File: src/rtl/axi4_fb_rd_slv.sv
// Read-only AXI4 slave serving INCR/FIXED 64-bit read bursts from a synchronous framebuffer SRAM.
// A 2-entry output buffer keeps one beat per clock flowing under rready backpressure.
module axi4_fb_rd_slv #(
   parameter int ADDR_WIDTH = 32,
   parameter int DATA_WIDTH = 64,
   parameter int ID_WIDTH   = 4,
   parameter int MEM_AW     = 16
) (
   input  logic                  clk_i,
   input  logic                  rst_i,
   input  logic [ID_WIDTH-1:0]   arid_i,
   input  logic [ADDR_WIDTH-1:0] araddr_i,
   input  logic [7:0]            arlen_i,
   input  logic [2:0]            arsize_i,
   input  logic [1:0]            arburst_i,
   input  logic                  arvalid_i,
   output logic                  arready_o,
   output logic [ID_WIDTH-1:0]   rid_o,
   output logic [DATA_WIDTH-1:0] rdata_o,
   output logic [1:0]            rresp_o,
   output logic                  rlast_o,
   output logic                  rvalid_o,
   input  logic                  rready_i,
   output logic                  mem_en_o,
   output logic [MEM_AW-1:0]     mem_addr_o,
   input  logic [DATA_WIDTH-1:0] mem_rdata_i,
   output logic                  busy_o
);

   typedef enum logic {S_IDLE, S_BURST} state_t;

   localparam logic [1:0] RESP_OKAY   = 2'b00;
   localparam logic [1:0] RESP_SLVERR = 2'b10;
   localparam logic [1:0] RESP_DECERR = 2'b11;

   state_t                state_q, state_d;
   logic [ID_WIDTH-1:0]   id_q;
   logic [MEM_AW-1:0]     addr_q;
   logic [8:0]            issue_cnt_q;
   logic [8:0]            beat_cnt_q;
   logic                  fixed_q;
   logic                  err_q;
   logic [1:0]            resp_q;
   logic                  in_flight_q;

   logic [DATA_WIDTH-1:0] fifo_mem [2];
   logic                  wr_ptr_q, rd_ptr_q;
   logic [1:0]            fifo_cnt_q;

   logic                  ar_hs, pop, push, issue;
   logic                  ar_oor, ar_bad;
   logic [1:0]            ar_resp;
   logic [2:0]            occ;

   // Response is decided once per burst from the request fields.
   assign ar_oor  = (araddr_i >> (MEM_AW + 3)) != '0;
   assign ar_bad  = (arsize_i != 3'd3) || arburst_i[1];
   assign ar_resp = ar_oor ? RESP_DECERR : (ar_bad ? RESP_SLVERR : RESP_OKAY);

   assign arready_o = (state_q == S_IDLE) && !rst_i;
   assign ar_hs     = arready_o && arvalid_i;
   assign rvalid_o  = fifo_cnt_q != 2'd0;
   assign pop       = rvalid_o && rready_i;
   assign push      = in_flight_q;

   // Buffer slots already committed: stored beats plus the read in flight, less this cycle's pop.
   assign occ   = {1'b0, fifo_cnt_q} + {2'b00, in_flight_q} - {2'b00, pop};
   assign issue = (state_q == S_BURST) && (issue_cnt_q != 9'd0) && (occ < 3'd2) && !rst_i;

   assign mem_en_o   = issue && !err_q;
   assign mem_addr_o = addr_q;
   assign rdata_o    = rvalid_o ? fifo_mem[rd_ptr_q] : '0;
   assign rid_o      = id_q;
   assign rresp_o    = resp_q;
   assign rlast_o    = rvalid_o && (beat_cnt_q == 9'd1);
   assign busy_o     = state_q != S_IDLE;

   always_comb begin
      state_d = state_q;
      case (state_q)
         S_IDLE:  if (ar_hs) state_d = S_BURST;
         S_BURST: if (pop && (beat_cnt_q == 9'd1)) state_d = S_IDLE;
         default: state_d = S_IDLE;
      endcase
   end

   // NOTE: sequential state uses non-blocking assignments so every register samples pre-edge values.
   always_ff @(posedge clk_i) begin
      if (rst_i) begin
         state_q     <= S_IDLE;
         id_q        <= '0;
         addr_q      <= '0;
         issue_cnt_q <= '0;
         beat_cnt_q  <= '0;
         fixed_q     <= 1'b0;
         err_q       <= 1'b0;
         resp_q      <= RESP_OKAY;
         in_flight_q <= 1'b0;
         wr_ptr_q    <= 1'b0;
         rd_ptr_q    <= 1'b0;
         fifo_cnt_q  <= 2'd0;
      end else begin
         state_q     <= state_d;
         in_flight_q <= issue;
         if (ar_hs) begin
            id_q        <= arid_i;
            addr_q      <= araddr_i[MEM_AW+2:3];
            issue_cnt_q <= {1'b0, arlen_i} + 9'd1;
            beat_cnt_q  <= {1'b0, arlen_i} + 9'd1;
            fixed_q     <= (arburst_i == 2'd0);
            err_q       <= (ar_resp != RESP_OKAY);
            resp_q      <= ar_resp;
         end
         if (issue) begin
            issue_cnt_q <= issue_cnt_q - 9'd1;
            if (!fixed_q) addr_q <= addr_q + 1'b1;
         end
         if (pop) begin
            beat_cnt_q <= beat_cnt_q - 9'd1;
            rd_ptr_q   <= !rd_ptr_q;
         end
         if (push) wr_ptr_q <= !wr_ptr_q;
         fifo_cnt_q <= fifo_cnt_q + {1'b0, push} - {1'b0, pop};
      end
   end

   // NOTE: buffer storage has no reset; fifo_cnt_q gates visibility, so stale words never escape.
   always_ff @(posedge clk_i) begin
      if (push) fifo_mem[wr_ptr_q] <= err_q ? '0 : mem_rdata_i;
   end

endmodule

File: config.mk
export PLATFORM = sky130hd
export DESIGN_NAME = axi4_fb_rd_slv
export DESIGN_NICKNAME = d
export VERILOG_FILES = /design/src/rtl/axi4_fb_rd_slv.sv
export SDC_FILE = /design/constraint.sdc
export NUM_CORES = 1
export LEC_CHECK = 0
export CORE_ASPECT_RATIO = 2
export CORE_UTILIZATION = 50
export CTS_CLUSTER_SIZE = 20
export DETAILED_ROUTE_END_ITERATION = 10
export HOLD_SLACK_MARGIN = 0.12
export PLACE_DENSITY = 0.85
export SETUP_SLACK_MARGIN = 0.5
export SYNTH_ARGS = -nofsm -noshare
export SYNTH_HDL_FRONTEND = slang
export SYNTH_SLANG_ARGS = --single-unit
export TNS_END_PERCENT = 5
File: constraint.sdc
create_clock -name clk_i -period 9.61 [get_ports clk_i]
set_input_delay 2.4025 -clock clk_i [delete_from_list [all_inputs] [get_ports clk_i]]
set_output_delay 2.4025 -clock clk_i [all_outputs]
set_load 0.05 [all_outputs]
==> results.cfg <==
[sta]
layout_setup_ws_ps = 1830
maxSlewViolCount = 0
relSlewSlack = 0.258
tns_ps = 0
hold_viol = 0
clock_skew_ps = 13.8
rsz0062_at_grt = false
setup_viol = 0
post-route-period-util = 0.810
timing.fmax_ghz = 0.129
min_period_ps = 7780
worst_pin_slew_ps = 1110

[grt]
grt_use_total = 0.231
met2_usage = 0.430
grt_max_degree = 67
grt_util_met1 = 0.226
globalRoute.busiestLayer = met2
overflow = 0
grt_pass1_wl_um = 28300
grt_pass1_vias = 5829
antenna_found_initial = 1
use_met3 = 0.0581

[layout]
finalNonFillerCells = 1084
drive_gt1_frac = 0.0531
area_growth_pct = 35.8
nets = 996
layout_common_cells = clkdlybuf4s50_1 (204), edfxtp_1 (128), nor2_1 (100), nor2b_1 (67), mux2i_1 (65)
final_common_cell = clkdlybuf4s50_1

[cts]
cts.sinks = 176
clk_latency_ps = 430
cts_setup_buffers = 0
cts_tree = built
clkTransAtPathRegs_ps = 60
holdBufCountCts = 0
cts_buffers = 17
cts_buffer_depth = 2
cts_resized = 0
h-tree-depth = 4
cts-root-buf = clkbuf_16

[worst_setup_path]
crit_fanout = 8
crit_type = in -> out
cp_data_arrival_time_ps = 5380
crit_path_start_kind = primary input
cp-end-kind = output port
critical_path_required_ps = 7210

[yosys]
ys_warn_count = 0
avgSynthCellArea_um2 = 11.5
synth_area_mm2 = 0.00783
ys_ff_latch = 176
synth_flop_cell = edfxtp_1
synth_edf_count = 128
synth_cells = 679
synth_nets = 803
synth_cell_type_count = 51
seq_area_frac_synth = 0.614
synthArstFlopShare = 0

[floorplanning]
die_h_um = 179
start_util = 0.512
dieArea_mm2 = 0.0162
ios = 208
core_region_area_mm2 = 0.0153
fp.dieW_um = 90.5
rows = 64

[pwr]
vdd_drop_max_mv = 0.122
p_total_mw = 1.92
leakagePower_nw = 3.53
power.density_mw_per_mm2 = 180

[detailed_routing]
first_pass_iters = 4
route.detailed.drc = 0
num_vias = 5878
wl_um = 18500
wl_per_cell_um = 17.0
drt_iter0_drc = 209
vias_per_cell = 5.42
route.antenna.remaining_nets = 0

[placed_design]
gp_congestion = 0.892
hpwlAfterDp_um = 12700
post-place-ws_ps = 1840
dp.cells = 1051
port_buffers = 204

[outcome]
status = finished, final reports clean

[hold_path]
hold_class = reg -> reg

[job]
drv_cap = 0
[where the power goes]
| part | switching [mW] | internal, mW |
|---|---|---|
| logic | 0.217 | 0.142 |
| clock network | 0.268 | 0.405 |
| registers | 0.0240 | 0.863 |
[stage by stage]
stage / hold WS (ps) / cell area, um^2 / utilization
floorplan: 463 / 7830 / -
global placement: 446 / 10000 / 0.657
detailed placement: 457 / 10000 / 0.657
CTS: 464 / 10600 / 0.695
global route: 489 / 10600 / 0.695
finish: 460 / 10600 / 0.695
[worst max-delay path, cell delays in order]
cell and delay [ps]:
clkdlybuf4s50_1 450, nand3_1 140, o21ai_0 110, ha_1 200, fa_1 370, xnor2_1 200
nor3_1 360, nand2_2 180, nor2_1 140, clkdlybuf4s50_1 820
[final timing paths]
path | from | end | slack (ps) | cells past startpoint
max reg2reg | fifo_cnt_q[0] | mem_addr_o[13] | 6590 | 9
min | rid_o[1] | rid_o[1] | 460 | 2
max | rready_i | mem_en_o | 1830 | 10
min reg2reg | rid_o[1] | rid_o[1] | 460 | 2
[kinds of logic (layout without fill, tap and decap cells)]
| logic type | Yosys count | in the layout | share of synthesized area |
|---|---|---|---|
| mux | 65 | 65 | 0.0831 |
| buf+inv | 49 | 255 | 0.0243 |
| compound gates | 83 | 83 | 0.0700 |
| flops | 176 | 176 | 0.614 |
| fa+ha+maj | 7 | 7 | 0.0122 |
| other cells | 0 | 1 | 0 |
| simple gates | 288 | 288 | 0.184 |
| xor+xnor | 11 | 11 | 0.0123 |
[area by class of cell]
class	instances	area (um^2)
sequential	176	4810
fill	1155	4660
multi-input combinational	454	2850
timing repair buffer	212	2100
clock buffer	20	437
tap	198	248
clock inverter	12	143
inverter	11	41.3
antenna	1	2.50
[layer usage]
metal  vias up  wire length [um]
met5         -                 0
met4         0               847
met3        51              1020
met2       205             10200
met1      2781              6390
li1       2841                 -
[state kept, by name, indices dropped and copies added (netlist names), named ones only]
signal       flops
rd_ptr_q         1
rresp_o          1
in_flight_q      1
issue_cnt_q      9
mem_addr_o      16
fixed_q          1
wr_ptr_q         1
fifo_mem       128
err_q            1
beat_cnt_q       9
rid_o            4
busy_o           1
fifo_cnt_q       2
[synthesized netlist by cell type, drive strengths merged (7+ instances only)]
library cell	count	area share
inv	11	0.0053
nand3	17	0.012
edfxtp	128	0.49
a31oi	11	0.0088
buf	10	0.0056
or4	8	0.0077
o21ai	14	0.0090
nor2	101	0.048
nor2b	68	0.054
nand2	47	0.023
mux2i	65	0.083
a21oi	22	0.015
clkbuf	28	0.013
nor4	7	0.0075
nor3	10	0.0064
or3	7	0.0056
a211oi	7	0.0067
dfxtp	48	0.12
Note: power is estimated with default switching activity, not from simulation.
